`config.mk`:
```
export PLATFORM = sky130hd
export DESIGN_NAME = wb_bus_arbiter
export DESIGN_NICKNAME = d
export VERILOG_FILES = /design/src/rtl/wb_pkg.sv /design/src/rtl/rr_priority_picker.sv /design/src/rtl/wb_bus_arbiter.sv
export SDC_FILE = /design/constraint.sdc
export NUM_CORES = 1
export LEC_CHECK = 0
export ABC_AREA = 1
export CAP_MARGIN = 20
export CORE_AREA = 10 10 104 106
export DETAILED_ROUTE_END_ITERATION = 12
export DIE_AREA = 0 0 114 116
export DONT_BUFFER_PORTS = 1
export REMOVE_ABC_BUFFERS = 1
export SLEW_MARGIN = 25
export SYNTH_ARGS = -nofsm -noshare
export SYNTH_HDL_FRONTEND = slang
export SYNTH_SLANG_ARGS = --single-unit
export TNS_END_PERCENT = 5
```
`constraint.sdc`:
```
create_clock -name clk_i -period 1.7 [get_ports clk_i]
set_input_delay 0.085 -clock clk_i [delete_from_list [all_inputs] [get_ports clk_i]]
set_output_delay 0.085 -clock clk_i [all_outputs]
set_load 0.005 [all_outputs]
```
`src/rtl/wb_pkg.sv`:
```
// Shared Wishbone widths and the arbiter state encoding.
package wb_pkg;

  localparam int WB_ADDR_W = 32;
  localparam int WB_DATA_W = 32;
  localparam int WB_SEL_W  = 4;

  typedef enum logic [1:0] {
    IDLE  = 2'b00,
    BUSY  = 2'b01,
    DRAIN = 2'b10
  } arb_state_e;

endpackage

```
`src/rtl/rr_priority_picker.sv`:
```
// Round-robin picker: the first set request scanning upward from last_i+1, with wrap.
module rr_priority_picker #(
  parameter int NUM_MASTERS = 2,
  parameter int IDX_W       = $clog2(NUM_MASTERS)
) (
  input  logic [NUM_MASTERS-1:0] req_i,
  input  logic [IDX_W-1:0]       last_i,
  output logic [NUM_MASTERS-1:0] winner_o,
  output logic                   valid_o
);

  // The outer loop walks priority order, so the earliest offset claims the win.
  always_comb begin
    // NOTE: every output of a combinational block gets a default first; a path that
    // skips an assignment would otherwise infer a latch.
    winner_o = '0;
    valid_o  = 1'b0;
    for (int off = 1; off <= NUM_MASTERS; off++) begin
      for (int i = 0; i < NUM_MASTERS; i++) begin
        if (!valid_o && req_i[i] && (i == (int'(last_i) + off) % NUM_MASTERS)) begin
          winner_o[i] = 1'b1;
          valid_o     = 1'b1;
        end
      end
    end
  end

endmodule

```
`src/rtl/wb_bus_arbiter.sv`:
```
// Round-robin Wishbone arbiter: N masters share one slave port, grant locked per CYC,
// with a strobe watchdog and a guard against stale slave ACKs.
module wb_bus_arbiter
  import wb_pkg::*;
#(
  parameter int NUM_MASTERS    = 2,
  parameter int TIMEOUT_CYCLES = 256,
  parameter int CNT_W          = $clog2(TIMEOUT_CYCLES)
) (
  input  logic                             clk_i,
  input  logic                             rst_i,
  input  logic [NUM_MASTERS-1:0]           m_cyc_i,
  input  logic [NUM_MASTERS-1:0]           m_stb_i,
  input  logic [NUM_MASTERS-1:0]           m_we_i,
  input  logic [WB_ADDR_W*NUM_MASTERS-1:0] m_addr_i,
  input  logic [WB_DATA_W*NUM_MASTERS-1:0] m_data_i,
  input  logic [WB_SEL_W*NUM_MASTERS-1:0]  m_sel_i,
  output logic [WB_DATA_W-1:0]             m_data_o,
  output logic [NUM_MASTERS-1:0]           m_ack_o,
  output logic [NUM_MASTERS-1:0]           m_err_o,
  output logic                             s_cyc_o,
  output logic                             s_stb_o,
  output logic                             s_we_o,
  output logic [WB_ADDR_W-1:0]             s_addr_o,
  output logic [WB_DATA_W-1:0]             s_data_o,
  output logic [WB_SEL_W-1:0]              s_sel_o,
  input  logic [WB_DATA_W-1:0]             s_data_i,
  input  logic                             s_ack_i,
  input  logic                             s_err_i,
  output logic [NUM_MASTERS-1:0]           grant_o,
  output logic                             timeout_o
);

  localparam int               IDX_W    = $clog2(NUM_MASTERS);
  localparam logic [IDX_W-1:0] LAST_IDX = IDX_W'(NUM_MASTERS - 1);
  localparam logic [CNT_W-1:0] CNT_MAX  = CNT_W'(TIMEOUT_CYCLES - 1);

  arb_state_e             state_q, state_d;
  logic [NUM_MASTERS-1:0] grant_q, grant_d;
  logic [IDX_W-1:0]       last_grant_q, last_grant_d;
  logic [CNT_W-1:0]       cnt_q, cnt_d;
  logic                   timeout_q, timeout_d;

  logic [WB_ADDR_W-1:0]   addr_arr [NUM_MASTERS];
  logic [WB_DATA_W-1:0]   data_arr [NUM_MASTERS];
  logic [WB_SEL_W-1:0]    sel_arr  [NUM_MASTERS];

  logic [NUM_MASTERS-1:0] win_oh;
  logic                   win_valid;
  logic [IDX_W-1:0]       win_idx;
  logic                   g_cyc, slave_resp, stb_fire, wd_expire;

  for (genvar i = 0; i < NUM_MASTERS; i++) begin : g_unpack
    assign addr_arr[i] = m_addr_i[i*WB_ADDR_W +: WB_ADDR_W];
    assign data_arr[i] = m_data_i[i*WB_DATA_W +: WB_DATA_W];
    assign sel_arr[i]  = m_sel_i[i*WB_SEL_W +: WB_SEL_W];
  end

  rr_priority_picker #(
    .NUM_MASTERS(NUM_MASTERS)
  ) u_picker (
    .req_i   (m_cyc_i),
    .last_i  (last_grant_q),
    .winner_o(win_oh),
    .valid_o (win_valid)
  );

  always_comb begin
    win_idx = '0;
    for (int i = 0; i < NUM_MASTERS; i++) begin
      if (win_oh[i]) win_idx = IDX_W'(i);
    end
  end

  // last_grant_q doubles as the granted index while BUSY/DRAIN.
  assign g_cyc      = m_cyc_i[last_grant_q];
  assign slave_resp = s_ack_i | s_err_i;
  assign stb_fire   = (state_q == BUSY) & g_cyc & m_stb_i[last_grant_q];
  assign wd_expire  = stb_fire & ~slave_resp & (cnt_q == CNT_MAX);

  always_comb begin
    s_cyc_o  = 1'b0;
    s_stb_o  = 1'b0;
    s_we_o   = m_we_i[last_grant_q];
    s_addr_o = addr_arr[last_grant_q];
    s_data_o = data_arr[last_grant_q];
    s_sel_o  = sel_arr[last_grant_q];
    m_ack_o  = '0;
    m_err_o  = '0;
    if (state_q == BUSY) begin
      s_cyc_o               = g_cyc;
      s_stb_o               = m_stb_i[last_grant_q];
      m_ack_o[last_grant_q] = s_ack_i & g_cyc;
      m_err_o[last_grant_q] = (s_err_i & g_cyc) | wd_expire;
    end
    // A reset cycle abandons the transfer: nothing reaches either side.
    if (rst_i) begin
      s_cyc_o  = 1'b0;
      s_stb_o  = 1'b0;
      s_we_o   = 1'b0;
      s_addr_o = '0;
      s_data_o = '0;
      s_sel_o  = '0;
      m_ack_o  = '0;
      m_err_o  = '0;
    end
  end

  always_comb begin
    state_d      = state_q;
    grant_d      = grant_q;
    last_grant_d = last_grant_q;
    cnt_d        = cnt_q;
    timeout_d    = timeout_q;
    case (state_q)
      IDLE: begin
        // Hold off while the slave still drives a response from the previous owner.
        if (win_valid && !slave_resp) begin
          grant_d      = win_oh;
          last_grant_d = win_idx;
          cnt_d        = '0;
          state_d      = BUSY;
        end
      end
      BUSY: begin
        if (!g_cyc) begin
          grant_d = '0;
          state_d = IDLE;
        end else if (slave_resp) begin
          cnt_d = '0;
        end else if (wd_expire) begin
          timeout_d = 1'b1;
          state_d   = DRAIN;
        end else if (stb_fire) begin
          cnt_d = cnt_q + 1'b1;
        end
      end
      DRAIN: begin
        if (!g_cyc) begin
          grant_d = '0;
          state_d = IDLE;
        end
      end
      default: begin
        grant_d = '0;
        state_d = IDLE;
      end
    endcase
  end

  // NOTE: state updates use non-blocking assignments so every flop samples pre-edge values.
  always_ff @(posedge clk_i) begin
    if (rst_i) begin
      state_q      <= IDLE;
      grant_q      <= '0;
      last_grant_q <= LAST_IDX;
      cnt_q        <= '0;
      timeout_q    <= 1'b0;
    end else begin
      state_q      <= state_d;
      grant_q      <= grant_d;
      last_grant_q <= last_grant_d;
      cnt_q        <= cnt_d;
      timeout_q    <= timeout_d;
    end
  end

  assign grant_o   = grant_q;
  assign timeout_o = timeout_q;
  assign m_data_o  = s_data_i;

endmodule
```
==> results.yml, run 1 <==
setup_path:
  max_stage_delay_ns: 0.32
  cp_data_required_time_ns: 1.62
  worstPathMaxFanout: 5
  r2r_start: "state_q[1]"
  end_kind: "primary output"
  critPathKind: "flop to primary output"
  cpLargestDelayFamily: "simple AND/OR/NAND/NOR gates"
  worstPathArrival_ns: 1.55
  slowest_stage: "dfxtp_1"
  cp_num_buf_inv: 1
  crit_chain: "inv_1 -> ha_2 -> nand3_1 -> nor2_4 -> a22oi_2 -> nor3_2"
  startpoint_type: "flop"
  startpoint: "state_q[1]"
cts:
  cts_tree: "yes"
  clk_pin_slew_ns: 0.06
  cts_buffers: 3
  root_buffer: "clkbuf_8"
  clk_latency_ns: 0.25
  clock-sinks: 14
  cts.htree.levels: 1
  cts.path.max_buffers: 2
timing:
  slew-limit-headroom_pct: 68.9
  hold_violations: 0
  max_freq_mhz: 610
  finalCritPeriodShare_pct: 96.4
  drv_slew: 0
  period_needed_ns: 1.64
  setup_ws_ns: 0.0608
  fin_skew_ns: 0.00206
  setup_viol: 0
  tightest_slew_ns: 0.464
flow_run:
  drv_cap: 0
finish:
  seq_area_um2: 287
  num-fill-cells: 946
  design_area_um2: 1930
  diodes: 0
  multi_input_area_um2: 1300
  area_growth_pct: 1.05
  fin_nets: 410
  drive_gt1_share_pct: 18.9
floorplan:
  ios: 288
  die_h_um: 116
  core_area_um2: 8680
  fp-row-count: 34
  dieWidth_um: 114
  start_util_pct: 22.0
  die_area_um2: 13200
yosys:
  netlist_area_um2: 1910
  yosys.area_share.xor_xnor_pct: 0.460
  ys_ff_latch: 14
  yosys.area_share.simple_pct: 22.6
  synth-compound-area-share_pct: 38.7
  syn_inst: 265
  ys_seq_area_share_pct: 14.7
  ys_warn_count: 0
  synth_top_family_by_area: "compound AO/OA/AOI/OAI gates"
  synth_adder_area_share_pct: 2.63
  synthMuxAreaShare_pct: 0
  avgSynthCellArea_um2: 7.19
  synth_cell_types: 30
global_route:
  grt_busiest_layer: "met2"
  grt_max_degree: 70
  use_met1_pct: 17.6
  grtUsageTotal_pct: 15.2
  overflow: 0
  use_met2_pct: 23.1
  antenna_found_initial: 0
  grt_pass1_vias: 1823
  grt_pass1_wl_um: 14900
  grtUsageMet3_pct: 9.20
drt:
  wl_per_cell_um: 36.1
  routed_wl_um: 12100
  first_iter_violations: 127
  drc: 0
  dr.pass1.iters: 4
  antenna_left: 0
  vias: 2052
  vias_per_cell: 6.13
placed_design:
  dpl.hpwl_um: 10300
  gp_congestion: 0.945
  place_area_um2: 1780
  io_buffer_count: 0
  place_ws_ns: 0.0688
pwr:
  power.leakage_uw: 0.000776
  ir_drop_uv: 672
  p_per_area_nw_per_um2: 991
hold_path:
  hold_path.startpoint: "rst_i"
  hp-class: "input pin to flop"
outcome:
  status: "complete, no violations"
==> placed cells by master, fill, tap and decap left out, types with 3 or more instances in the layout <==
| cell | count |
|---|---|
| a21oi_1 | 12 |
| dfxtp_1 | 11 |
| a22o_2 | 4 |
| clkbuf_8 | 4 |
| nor2_4 | 5 |
| a22o_1 | 65 |
| nor3_1 | 5 |
| nand2_2 | 7 |
| nand4_1 | 7 |
| o21ai_1 | 3 |
| buf_4 | 4 |
| nand2_1 | 31 |
| nor2_1 | 14 |
| inv_1 | 17 |
| nand3_1 | 8 |
==> power by group <==
group	internal [µW]	switching (µW)	leakage, µW	total, µW
Sequential	383	51.4	0.000115	434
Combinational	401	739	0.000633	1140
Clock	205	129	0.0000288	334
Total	989	919	0.000776	1910
==> per-stage QoR <==
| step | TNS, ns | cells | hold WS, ns | util, % | power (µW) |
|---|---|---|---|---|---|
| after floorplan | -88.09 | 215 | 0.147 | - | 1160 |
| after global placement | 0 | 327 | 0.151 | 20.5 | 1480 |
| after detailed placement | 0 | 327 | 0.151 | 20.5 | 1490 |
| after CTS | -0.0146 | 332 | 0.0460 | 21.3 | 1850 |
| after global routing | -0.178 | 335 | 0.0666 | 22.2 | 2050 |
| final | 0 | 335 | 0.0686 | 22.2 | 1910 |
==> final timing paths <==
check / endpoint / slack, ns / depth (start not counted)
min reg2reg: cnt_q[4] / 0.50 / 2
max reg2reg: state_q[0] / 0.08 / 9
max: m_err_o[0] / 0.06 / 6
min: last_grant_q / 0.07 / 2
==> synth_stat cells <==
master / instances / share of area, %
buf_6: 1 / 0.59
o21bai_1: 1 / 0.39
a22oi_1: 1 / 0.39
nor2_2: 4 / 1.3
inv_4: 1 / 0.33
nor2_1: 15 / 3.0
nor3_1: 7 / 1.8
a22o_1: 69 / 32
inv_1: 17 / 3.3
dfxtp_1: 14 / 15
nand4_1: 7 / 2.3
nand2_4: 2 / 1.2
buf_4: 34 / 13
nand3_1: 8 / 2.1
nor4_1: 1 / 0.33
ha_1: 4 / 2.6
o2111ai_1: 1 / 0.46
nor2_4: 1 / 0.59
xor2_1: 1 / 0.46
a21oi_1: 12 / 3.2
nand2_2: 6 / 2.0
nand3b_1: 2 / 0.79
nand3_4: 1 / 0.92
o21ai_0: 3 / 0.79
o21ai_1: 2 / 0.53
buf_2: 4 / 1.1
clkbuf_1: 11 / 2.2
nand2_1: 32 / 6.3
a21oi_2: 2 / 0.92
o21a_1: 1 / 0.39
==> layout make-up <==
cell class	count	share of cell area (%)
inverter	18	3.64
clock buffer	4	2.86
sequential	14	14.9
multi-input combinational	184	67.4
timing repair buffer	7	4.16
tap	108	7.02
==> state kept, by name (all words and copies together), names as in the netlist <==
register and flops:
state_q 2, cnt_q 8, last_grant_q 1, timeout_o 1, grant_o 2
==> logic make-up (layout without fill, tap and decap cells) <==
family | after synthesis | count (layout)
AO/OA/AOI/OAI | 92 | 92
AND/OR/NAND/NOR | 86 | 87
buffers and inverters | 68 | 29
flip-flops | 14 | 14
adder cells (fa/ha/maj) | 4 | 4
XOR/XNOR | 1 | 1
==> repair_timing <==
item	4_1_cts	5_1_grt
setup buffers	0	2
cloned	0	1
gates resized for setup	5	14
endpoints found under the setup margin	7	12
hold endpoints to repair	10	0
pin swaps	0	3
hold buffers	1	0
==> metal layers <==
| metal | vias up | part of all wire (%) |
|---|---|---|
| met3 | 20 | 16 |
| met5 | - | 0 |
| li1 | 862 | - |
| met4 | 0 | 2.4 |
| met1 | 940 | 35 |
| met2 | 230 | 47 |
No activity file was read; power rests on OpenSTA's default activity.
==> run 2: changes to the inputs <==
==> constraint.sdc (replaced) <==
create_clock -name clk_i -period 1.7 [get_ports clk_i]
set_input_delay 0.085 -clock clk_i [delete_from_list [all_inputs] [get_ports clk_i]]
set_output_delay 0.085 -clock clk_i [all_outputs]
set_load 0.1 [all_outputs]
==> results.yml, run 2 (same netlist as run 1, synthesis figures left out) <==
setup_path:
  cpMostUsedCell: "nor2_4"
  worstPathMaxFanout: 2
  crit_chain: "ha_4 -> nand2_4 -> nor2_4 -> nand2_2 -> nor2_4 -> a22oi_2 -> nor3_2 -> clkbuf_16"
  cp_data_required_time_ns: 1.62
  critPathKind: "flop to primary output"
  slowest_stage: "dfxtp_2"
  max_stage_delay_ns: 0.35
  worstPathArrival_ns: 1.72
  cp_num_buf_inv: 1
  cpLargestDelayFamily: "simple AND/OR/NAND/NOR gates"
  startpoint_type: "flop"
  end_kind: "primary output"
placed_design:
  io_buffer_count: 0
  dpl.hpwl_um: 11400
  gp_congestion: 0.957
  dp_cells: 409
finish:
  final_cell_mix: "73 x buf_12, 41 x a22o_1, 31 x nand2_1"
  final_util_pct: 45.9
  fin_nets: 506
  largest_register_ffs: 8
  area_growth_pct: 109
  drive_gt1_share_pct: 53.9
  diodes: 0
  num-fill-cells: 753
  final_common_cell: "buf_12"
  largest_register: "cnt_q"
  fin_cells: 431
drt:
  wl_per_cell_um: 33.9
  dr.pass1.iters: 4
  vias_per_cell: 5.77
  drc: 0
  routed_wl_um: 14600
  antenna_left: 0
  vias: 2486
  first_iter_violations: 294
flow_run:
  drv_cap: 0
floorplan:
  ios: 288
  die_area_um2: 13200
  dieWidth_um: 114
  start_util_pct: 22.0
  die_h_um: 116
  core_area_um2: 8680
  fp-row-count: 34
cts:
  cts_tree: "yes"
  clk_latency_ns: 0.25
  clock-sinks: 14
  root_buffer: "clkbuf_8"
  cts.path.max_buffers: 2
  cts.htree.levels: 1
  cts_buffers: 3
  clk_pin_slew_ns: 0.06
pwr:
  ir_drop_uv: 1290
  power_uw: 4650
  power.leakage_uw: 0.00173
  p_per_area_nw_per_um2: 1170
timing:
  finalCritPeriodShare_pct: 106
  tightest_slew_ns: 0.487
  rsz0062_at_grt: "true"
  setup_viol: 2
  drv_slew: 0
  period_needed_ns: 1.80
  slew-limit-headroom_pct: 67.4
  fin_skew_ns: 0.00105
  hold_violations: 0
  max_freq_mhz: 555
  setup_ws_ns: -0.102
global_route:
  grt_pass1_wl_um: 19400
  grtUsageTotal_pct: 19.7
  antenna_found_initial: 1
  overflow: 0
  grt_max_degree: 36
  grt_pass1_vias: 2461
outcome:
  violations: "setup timing"
  status: "finished with violations"
hold_path:
  hp-class: "input pin to flop"
## run 2: per-stage QoR
step	hold WS, ns	setup TNS, ns	worst slack (ns)	area, µm²
floorplan	0.147	-138.95	-1.92	1580
global placement	0.150	0	0.0795	3380
detailed placement	0.156	0	0.0106	3380
CTS	0.0360	-0.188	-0.0997	3930
global route	0.0713	-0.713	-0.182	3990
finish	0.0429	-0.131	-0.102	3990
## run 2: routing by layer
metal / vias up / part of all wire (%) / track usage [%]
li1: 1055 / - / -
met1: 1183 / 34 / 21.9
met2: 223 / 48 / 31.8
met3: 23 / 15 / 10.9
met4: 2 / 2.6 / 5.18
met5: - / 0.089 / 0
## run 2: where the power goes
part / total [µW] / switching, µW / internal, µW
clock: 331 / 126 / 205
sequential: 437 / 49.9 / 387
combinational: 3880 / 2530 / 1350
total: 4650 / 2710 / 1940
## run 2: area by class of cell
type | count | area (µm²) | share of cell area [%]
Timing Repair Buffer | 104 | 1860 | 46.7
Multi-Input combinational cell | 183 | 1580 | 39.5
Sequential cell | 14 | 289 | 7.25
Tap cell | 108 | 135 | 3.39
Inverter | 18 | 70.1 | 1.76
Clock buffer | 4 | 55.1 | 1.38
## run 2: what timing repair did
action / CTS / global route
gates resized for setup: 41 / 14
gates cloned: 4 / 0
setup endpoints to repair: 81 / 58
pin swaps: 8 / 8
hold buffers: 1 / 0
endpoints found under the hold margin: 10 / 0
setup buffers: 10 / 3
## run 2: path summary, 6_finish.rpt
| path | end | cells after the start | start | slack (ns) |
|---|---|---|---|---|
| min reg2reg | grant_o[1] | 2 | grant_o[1] | 0.47 |
| max | m_err_o[0] | 8 | cnt_q[0] | -0.10 |
| max reg2reg | cnt_q[1] | 12 | cnt_q[0] | 0.04 |
| min | last_grant_q | 2 | rst_i | 0.04 |
